$ cat src/rtl/reg_pcls.sv
// PCLS register: holds the low byte of the next program counter.
// Captures ADL (jump/branch/vector target) or the fed-back PCL, with ADL taking priority.
module reg_pcls #(
  parameter int               WIDTH       = 8,
  parameter logic [WIDTH-1:0] RESET_VALUE = '0
) (
  input  logic             CLK,
  input  logic             RST,
  input  logic             PCL_LOAD,
  input  logic             ADL_LOAD,
  input  logic [WIDTH-1:0] PCL_DATA,
  input  logic [WIDTH-1:0] ADL_DATA,
  output logic [WIDTH-1:0] OUT
);

  logic [WIDTH-1:0] pcls_q;
  logic [WIDTH-1:0] pcls_d;

  // A jump target always overrides the sequential PC when both loads are active.
  always_comb begin
    pcls_d = pcls_q;
    if (ADL_LOAD) begin
      pcls_d = ADL_DATA;
    end else if (PCL_LOAD) begin
      pcls_d = PCL_DATA;
    end
  end

  always_ff @(posedge CLK or posedge RST) begin
    if (RST) begin
      pcls_q <= RESET_VALUE;
    end else begin
      pcls_q <= pcls_d;
    end
  end

  assign OUT = pcls_q;

endmodule

$ cat config.mk
export PLATFORM = sky130hd
export DESIGN_NAME = reg_pcls
export DESIGN_NICKNAME = d
export VERILOG_FILES = /design/src/rtl/reg_pcls.sv
export SDC_FILE = /design/constraint.sdc
export NUM_CORES = 1
export LEC_CHECK = 0
export ABC_AREA = 1
export BUFFER_PORTS_ARGS = -buffer_cell sky130_fd_sc_hd__buf_2
export CAP_MARGIN = 5
export CORE_AREA = 2 2 39 41
export DETAILED_ROUTE_END_ITERATION = 6
export DIE_AREA = 0 0 41 43
export GPL_ROUTABILITY_DRIVEN = 0
export GPL_TIMING_DRIVEN = 0
export RECOVER_POWER = 100
export SYNTH_ARGS = -nofsm -noshare
export SYNTH_HDL_FRONTEND = slang
export SYNTH_SLANG_ARGS = --single-unit
$ cat constraint.sdc
create_clock -name CLK -period 1.24 [get_ports CLK]
set_input_delay 0.248 -clock CLK [delete_from_list [all_inputs] [get_ports CLK]]
set_output_delay 0.248 -clock CLK [all_outputs]
set_load 0.05 [all_outputs]
# Word level (Yosys, flattened, before mapping)
# Cells that the tools add are included.
# classes
n_mux,2
n_reduce_logical,1
# op_table
op,n
two-way mux 8 bit,2
nonzero test 2 bit,1
# totals
reg_bits,8
out_inout_bits,8
wordCells,4

# Depth between registers and ports, before layout
# Gate-level depths: netlist of run 1.
# logic_depth
word_depth,2
depth_mapped,4

# Least setup slack after synthesis of run 1
# OpenSTA, ideal clock, no wires.
# synth_path
path_type,reg-to-reg
from,register OUT[0] (netlist name)
to,"register pcls_q[0], in the netlist OUT[0]"
setup_ns,0.126
arrival_time_ns,0.727
required_ns,1.114
path_slack_ns,0.387
path_stages_with_launch,3
synth_period_minus_slack_ns,0.853
cell_sequence,dfrtp_1 -> nand2_1 -> nand3_1
# synth_lines
element,line,rtl
end signal: assignment,33,pcls_q <= pcls_d;
end: declaration,16,logic [WIDTH-1:0] pcls_q;

# Final worst setup path of run 1
# layout_path
from,"register pcls_q[2], in the netlist OUT[2]"
to,output OUT[2]
# layout_lines
element,line,rtl
end: declaration,13,output logic [WIDTH-1:0] OUT
# No word-level cell between the ends.

==> results of run 1 <==
-- metrics by stage --
| step | setup slack [ns] | area [sq um] |
|---|---|---|
| 6_report | 0.109 | 556 |
| 5_1_grt | 0.0637 | 556 |
| 4_1_cts | 0.112 | 556 |
| 3_5_place_dp | 0.392 | 523 |
| 3_3_place_gp | 0.404 | 523 |
| 2_1_floorplan | 0.387 | 378 |
-- kinds of logic after synthesis --
group,count (synthesis)
buffers and inverters,4
flip-flops,8
AND/OR/NAND/NOR,33
-- synthesized netlist by cell type, drive strengths merged --
master   n  area, sq um
dfrtp    8          200
nand3   16         80.1
nor2     1         11.3
buf      2         18.8
inv      2         7.50
nand2   16         60.1
-- report_power, final --
group / total, uW / switching [uW] / leakage [uW] / internal, uW
clock network: 198 / 87.6 / 0.0000138 / 111
logic: 203 / 144 / 0.000196 / 59.5
registers: 298 / 12.1 / 0.0000969 / 286
-- cell type report --
type,count,area (sq um)
Fill cell,154,828
Multi-Input combinational cell,33,151
Sequential cell,8,200
Timing Repair Buffer,26,135
Tap cell,16,20.0
Inverter,2,7.51
Buffer,2,18.8
Clock buffer,3,22.5
-- layer usage --
metal  up-vias  track usage  routed length [um]
li1        208            -                   -
met5         -            0                   0
met4         0       0.0600                  14
met1       175        0.153                 408
met3         2       0.0838                 128
met2        21        0.181                 451
-- worst min-delay path: cells and delay by family --
kind / cells / cell delay (ns)
simple gates: 2 / 0.11
buf+inv: 1 / 0.07
-- how the worst max path moves through the flow --
stage / endpoint / slack [ns] / depth (start not counted)
2_1_floorplan: OUT[0]$_DFFE_PP0P_ / 0.39 / 2
3_3_place_gp: OUT[7] / 0.40 / 1
3_5_place_dp: OUT[0] / 0.39 / 1
4_1_cts: OUT[2] / 0.11 / 1
5_1_grt: OUT[4] / 0.06 / 1
6_report: OUT[2] / 0.11 / 1
-- timing repair --
item                      CTS  global route
hold endpoints to repair    8             0
gates resized for setup     0             0
hold buffers                1             0
==> results.py, run 1 <==
metrics = {
    "sta": {
        "fmax_ghz": 0.885,
        "rsz0062_at_grt": "no",
        "finalSetupViolations": 0,
        "fin_crit_sh": 0.912,
        "skew_ns": 0,
        "finalMaxSlewViolations": 0,
        "maxSlewHeadroom": 0.798,
        "hold_viol_final": 0,
        "final.setup.tns_ns": 0,
        "tightest_slew_ns": 0.302,
        "fin_hold_ws_ns": 0.213,
        "period_minus_slack_ns": 1.13,
    },
    "global_routing": {
        "grt_pass1_vias": 365,
        "grt_max_degree": 11,
        "grt_pass1_wl_um": 1490,
        "grtUsageTotal": 0.131,
        "antenna_found_initial": 0,
        "grt_overflow": 0,
    },
    "critical_path": {
        "reg2regPathDepth": 2,
        "startpoint": "OUT[2]$_DFFE_PP0P_",
        "crit_path_start_kind": "flip-flop",
        "cp_top_family": "flip-flops",
        "crit_chain": "clkbuf_2",
        "r2r_slack_ns": 0.61,
        "crit_path_end_kind": "output port",
        "worst_r2r_endpoint": "OUT[3]$_DFFE_PP0P_",
        "crit_buf_inv": 1,
        "cpPeakStageDelay_ns": 0.35,
        "cp.required_ns": 0.99,
        "crit_fanout": 2,
        "cpMaxStageDelayCell": "dfrtp_1",
        "reg2reg_from": "OUT[3]$_DFFE_PP0P_",
        "arrival_ns": 0.88,
        "crit_type": "flip-flop to output port",
    },
    "routing": {
        "wire_per_inst_um": 11.1,
        "drtPass1Iterations": 2,
        "drcViolationCount": 0,
        "dr_total_vias": 406,
        "wirelength_um": 1000,
        "viasPerCell": 4.51,
        "initialDrtViolationCount": 5,
        "final_antenna_net_count": 0,
    },
    "yosys": {
        "avgSynthCellArea_sq_um": 8.40,
        "synth_fp_nets": 65,
        "synthMuxAreaShare": 0,
        "yosys_warnings": 0,
        "syn_inst": 45,
        "synthSimpleGateAreaFrac": 0.401,
        "synthAdderAreaFrac": 0,
        "synth-xor-area-share": 0,
        "yosysUniqueCellTypes": 8,
        "synth-compound-area-share": 0,
        "yosysSeqAreaShare": 0.530,
        "synth_seq_cells": 8,
        "synthesis.area_sq_um": 378,
        "synth_top_family_by_area": "simple AND/OR/NAND/NOR gates",
    },
    "floorplanning": {
        "rows": 14,
        "ios": 28,
        "dieArea_sq_um": 1760,
        "die_w_um": 41,
        "start_util": 0.273,
        "core_area_sq_um": 1380,
        "die_y_um": 43,
    },
    "pwr": {
        "power.density_nw_per_um2": 1260,
        "total_power_uw": 700,
        "power.leakage_uw": 0.000306,
        "vdd_ir_drop_max_mv": 0.574,
    },
    "finish": {
        "diodes": 0,
        "final_common_cell": "buf_2",
        "fin_util": 0.401,
        "drive_above_1_share": 0.432,
        "nNetsFinal": 96,
        "areaGrowthSynthToFinish_pct": 47.0,
        "largest_register_ffs": 8,
        "mostFrequentLayoutCells": "buf_2 (17), nand2_1 (16), nand3_1 (16)",
        "finalNonFillerCells": 90,
    },
    "clock_tree": {
        "cts_buffer_depth": 2,
        "numCtsBuffers": 3,
        "cts_tree": "done",
        "root_buffer": "clkbuf_4",
        "clock-sinks": 8,
        "cts_max_level": 1,
        "path_clk_slew_ns": 0.06,
        "cts_setup_buffers": 0,
        "clk_latency_ns": 0.25,
    },
    "flow_run": {
        "max_cap_violations": 0,
    },
    "placed_design": {
        "dp.cells": 86,
        "portBuffers": 25,
        "place_hpwl_um": 735,
    },
    "hold_path": {
        "hp-class": "input port to flip-flop",
        "hold_start": "ADL_DATA[6]",
        "hold_depth": 3,
        "min_to": "OUT[6]$_DFFE_PP0P_",
    },
    "status": {
        "status": "finished clean",
    },
}
No activity file was read; power rests on OpenSTA's default activity.
==> run 2: changes to the inputs <==
- GPL_TIMING_DRIVEN: 0 -> not set
==> results.py, run 2 (synthesis gave the netlist of run 1 again) <==
metrics = {
    "global_routing": {
        "grtUsageTotal": 0.137,
        "grt_pass1_wl_um": 1530,
        "use_met2": 0.166,
        "global_route.usage.met3": 0.0471,
        "grt_overflow": 0,
        "gr-max-usage-layer": "met1",
        "grt_max_degree": 11,
        "antenna_found_initial": 0,
        "grtUsageMet1": 0.192,
        "grt_pass1_vias": 373,
    },
    "critical_path": {
        "crit_type": "flip-flop to output port",
        "crit_fanout": 2,
        "crit_buf_inv": 1,
        "r2r_slack_ns": 0.57,
        "crit_path_start_kind": "flip-flop",
        "cpPeakStageDelay_ns": 0.37,
        "crit_path_end_kind": "output port",
        "cpMaxStageDelayCell": "dfrtp_1",
        "arrival_ns": 0.92,
        "cp.required_ns": 0.99,
        "cp_top_family": "flip-flops",
        "crit_chain": "clkbuf_2",
    },
    "routing": {
        "final_antenna_net_count": 0,
        "drcViolationCount": 0,
        "viasPerCell": 4.48,
        "wirelength_um": 1020,
        "initialDrtViolationCount": 6,
        "dr_total_vias": 403,
        "wire_per_inst_um": 11.3,
        "drtPass1Iterations": 4,
    },
    "finish": {
        "areaGrowthSynthToFinish_pct": 44.4,
        "mostFrequentLayoutCells": "buf_2 (18), nand2_1 (16), nand3_1 (16)",
        "diodes": 0,
        "final_common_cell": "buf_2",
        "drive_above_1_share": 0.405,
        "largest_register_ffs": 8,
        "nNetsFinal": 96,
    },
    "clock_tree": {
        "clk_latency_ns": 0.26,
        "cts_buffer_depth": 2,
        "root_buffer": "clkbuf_4",
        "cts_tree": "done",
        "post_cts_resized": 0,
        "numCtsBuffers": 3,
        "cts_max_level": 1,
        "path_clk_slew_ns": 0.05,
        "clock-sinks": 8,
    },
    "sta": {
        "rsz0062_at_grt": "no",
        "fin_crit_sh": 0.944,
        "fmax_ghz": 0.855,
        "skew_ns": 0,
        "period_minus_slack_ns": 1.17,
        "finalSetupViolations": 0,
        "finalMaxSlewViolations": 0,
        "hold_viol_final": 0,
        "tightest_slew_ns": 0.504,
        "fin_hold_ws_ns": 0.202,
        "final.setup.tns_ns": 0,
        "maxSlewHeadroom": 0.664,
    },
    "floorplanning": {
        "start_util": 0.273,
        "die_y_um": 43,
        "rows": 14,
        "ios": 28,
        "die_w_um": 41,
        "dieArea_sq_um": 1760,
        "core_area_sq_um": 1380,
    },
    "placed_design": {
        "place_hpwl_um": 758,
        "portBuffers": 27,
    },
    "pwr": {
        "power.leakage_uw": 0.000302,
        "power.density_nw_per_um2": 1280,
        "vdd_ir_drop_max_mv": 0.470,
    },
    "flow_run": {
        "max_cap_violations": 0,
    },
    "hold_path": {
        "hp-class": "input port to flip-flop",
    },
    "status": {
        "status": "finished clean",
    },
}
## run 2: per-layer routing
layer,wire [um],vias up
met1,452,170
met2,426,21
met4,33,0
li1,-,207
met3,105,5
met5,0,-
## run 2: final cells by class
type                            instances  area, sq um
Sequential cell                         8          200
Timing Repair Buffer                   28          144
Multi-Input combinational cell         33          151
Tap cell                               16         20.0
Clock buffer                            3         22.5
Inverter                                2         7.51
Fill cell                             154          838
## run 2: final timing paths
path                               startpoint                 end  depth (start not counted)
min                               ADL_DATA[7]  OUT[7]$_DFFE_PP0P_                          3
min in group asynchronous                 RST  OUT[3]$_DFFE_PP0P_                          3
max in group asynchronous                 RST  OUT[6]$_DFFE_PP0P_                          3
max                        OUT[0]$_DFFE_PP0P_              OUT[0]                          1
min reg2reg                OUT[2]$_DFFE_PP0P_  OUT[2]$_DFFE_PP0P_                          2
max reg2reg                OUT[0]$_DFFE_PP0P_  OUT[0]$_DFFE_PP0P_                          2
## run 2: timing repair
item                      in CTS  in global routing
hold endpoints to repair       8                  0
buffers inserted               0                  0
hold buffers                   1                  0
## run 2: tightest hold or removal path, stage by stage
cell and delay, ns:
buf_2 0.07, nand2_1 0.04, nand3_1 0.06
## run 2: stage by stage
step	total power (uW)	instance area, sq um	worst slack, ns	util	instances
after detailed placement	503	514	0.339	0.372	86
final	700	546	0.0698	0.394	90
after floorplan	441	378	0.387	-	45
after global placement	501	514	0.373	0.372	86
after CTS	712	547	0.0903	0.395	90
after global routing	744	546	0.0473	0.394	90
## run 2: report_power, final
part | internal (uW) | leakage [uW] | switching [uW]
clock | 111 | 0.0000138 | 91.5
sequential | 286 | 0.0000969 | 13.8
combinational | 55.6 | 0.000191 | 143
total | 452 | 0.000302 | 248
==> run 3: changes to the inputs <==
- ABC_AREA: 1 -> not set
==> results.py, run 3 <==
metrics = {
    "status": {
        "status": "finished clean",
    },
    "critical_path": {
        "crit_type": "flip-flop to output port",
        "crit_path_end_kind": "output port",
        "setup.worst_path.end": "OUT[0]",
        "cp.required_ns": 0.99,
        "crit_chain": "clkbuf_2",
        "arrival_ns": 0.88,
        "cpPeakStageDelay_ns": 0.36,
        "cpMaxStageDelayCell": "dfrtp_1",
        "r2r_slack_ns": 0.49,
        "worst_r2r_endpoint": "OUT[0]$_DFFE_PP0P_",
        "reg2reg_from": "OUT[0]$_DFFE_PP0P_",
        "crit_buf_inv": 1,
        "cp.depth": 1,
        "reg2regPathDepth": 2,
        "startpoint": "OUT[0]$_DFFE_PP0P_",
        "crit_fanout": 2,
        "crit_path_start_kind": "flip-flop",
        "cp_top_family": "flip-flops",
    },
    "hold_path": {
        "hp-class": "input port to flip-flop",
    },
    "global_routing": {
        "grt_max_degree": 17,
        "antenna_found_initial": 0,
        "grtUsageTotal": 0.112,
        "grt_pass1_wl_um": 1280,
        "grt_overflow": 0,
        "grt_pass1_vias": 349,
    },
    "sta": {
        "tightest_slew_ns": 0.300,
        "finalSetupViolations": 0,
        "maxSlewHeadroom": 0.800,
        "period_minus_slack_ns": 1.13,
        "hold_viol_final": 0,
        "fmax_ghz": 0.883,
        "final.setup.tns_ns": 0,
        "finalMaxSlewViolations": 0,
        "skew_ns": 0,
        "rsz0062_at_grt": "no",
        "fin_crit_sh": 0.913,
    },
    "clock_tree": {
        "numCtsBuffers": 3,
        "clock-sinks": 8,
        "root_buffer": "clkbuf_4",
        "cts_max_level": 1,
        "clk_latency_ns": 0.24,
        "path_clk_slew_ns": 0.05,
        "post_cts_resized": 0,
        "cts_tree": "done",
        "cts_buffer_depth": 2,
    },
    "floorplanning": {
        "die_y_um": 43,
        "dieArea_sq_um": 1760,
        "ios": 28,
        "core_area_sq_um": 1380,
        "start_util": 0.272,
        "die_w_um": 41,
        "rows": 14,
    },
    "yosys": {
        "yosysUniqueCellTypes": 6,
        "synth_flop_cell": "dfrtp_1",
        "synthesis.area_sq_um": 377,
        "synth_seq_cells": 8,
        "synth.top_cells.by_count": "dfrtp_1 (8), mux2i_1 (8), nand2_1 (8), o21ai_1 (8), buf_6 (2)",
        "synth_top_area_frac": 0.532,
        "avgSynthCellArea_sq_um": 10.8,
        "synth-edff-count": 0,
        "synth.area.top_cells": "dfrtp_1 (53%), mux2i_1 (21%), o21ai_1 (11%)",
        "yosys_warnings": 0,
        "syn_inst": 35,
        "synth_fp_nets": 55,
        "synth-async-reset-ratio": 1.00,
        "synth_top_area_cell": "dfrtp_1",
        "yosysSeqAreaShare": 0.532,
    },
    "routing": {
        "wirelength_um": 857,
        "initialDrtViolationCount": 2,
        "wire_per_inst_um": 10.7,
        "dr_total_vias": 355,
        "final_antenna_net_count": 0,
        "drcViolationCount": 0,
        "viasPerCell": 4.44,
        "drtPass1Iterations": 2,
    },
    "pwr": {
        "power.density_nw_per_um2": 1260,
        "vdd_ir_drop_max_mv": 0.388,
        "power.leakage_uw": 0.000303,
        "total_power_uw": 681,
    },
    "flow_run": {
        "max_cap_violations": 0,
    },
    "finish": {
        "drive_above_1_share": 0.469,
        "final_common_cell": "buf_2",
        "largest_register_ffs": 8,
        "fillers": 156,
        "areaGrowthSynthToFinish_pct": 43.9,
        "diodes": 0,
        "nNetsFinal": 86,
    },
    "placed_design": {
        "portBuffers": 27,
    },
}
-- run 3: changes by cell type in the layout (fill, tap and decap cells not counted) --
cell      previous run  this run
buf_2               18        19
nand3_1             16         0
inv_1                2         1
clkbuf_1             1         0
nand2_1             16         8
nor2_4               1         0
o21ai_0              0         8
mux2i_1              0         8
-- run 3: final cells by class --
| cell class | instances | area, sq um | area share |
|---|---|---|---|
| clock buffers | 3 | 22.5 | 0.0416 |
| repair buffers | 28 | 145 | 0.268 |
| multi-input cells | 24 | 150 | 0.277 |
| flip-flops and latches | 8 | 200 | 0.370 |
| inverters | 1 | 3.75 | 0.00693 |
| well taps | 16 | 20.0 | 0.0370 |
-- run 3: cells by family after synthesis --
group,share of synthesized area
flops,0.532
mux,0.213
buf+inv,0.0698
compound gates,0.106
simple gates,0.0797
-- run 3: where the power goes --
| group | switching, uW | internal, uW |
|---|---|---|
| clock | 76.8 | 110 |
| sequential | 12.1 | 286 |
| combinational | 136 | 59.9 |
-- run 3: worst min path at each step --
stage / startpoint / end / slack, ns / cells after the start
floorplan: RST / OUT[0]$_DFFE_PP0P_ / 0.06 / 1
global placement: RST / OUT[1]$_DFFE_PP0P_ / 0.21 / 2
detailed placement: RST / OUT[1]$_DFFE_PP0P_ / 0.21 / 2
CTS: ADL_DATA[1] / OUT[1]$_DFFE_PP0P_ / 0.21 / 3
global route: ADL_DATA[1] / OUT[1]$_DFFE_PP0P_ / 0.22 / 3
finish: ADL_DATA[7] / OUT[7]$_DFFE_PP0P_ / 0.21 / 3
-- run 3: metal layers --
metal / global-route usage / wire length (um)
met4: 0.100 / 8
met1: 0.106 / 345
met3: 0.0314 / 65
met2: 0.181 / 438
met5: 0 / 0
-- run 3: per-stage QoR --
step	instances	setup WS [ns]	instance area [sq um]	utilization	hold slack (ns)
final	80	0.108	542	0.392	0.212
after floorplan	35	0.319	377	-	0.0637
after global routing	80	0.0719	542	0.392	0.219
after CTS	80	0.122	542	0.392	0.209
after detailed placement	76	0.305	509	0.368	0.206
after global placement	76	0.332	509	0.368	0.206
-- run 3: timing repair --
action                                 4_1_cts  5_1_grt
hold buffers                                 1        0
setup buffers                                0        0
endpoints found under the hold margin        8        0
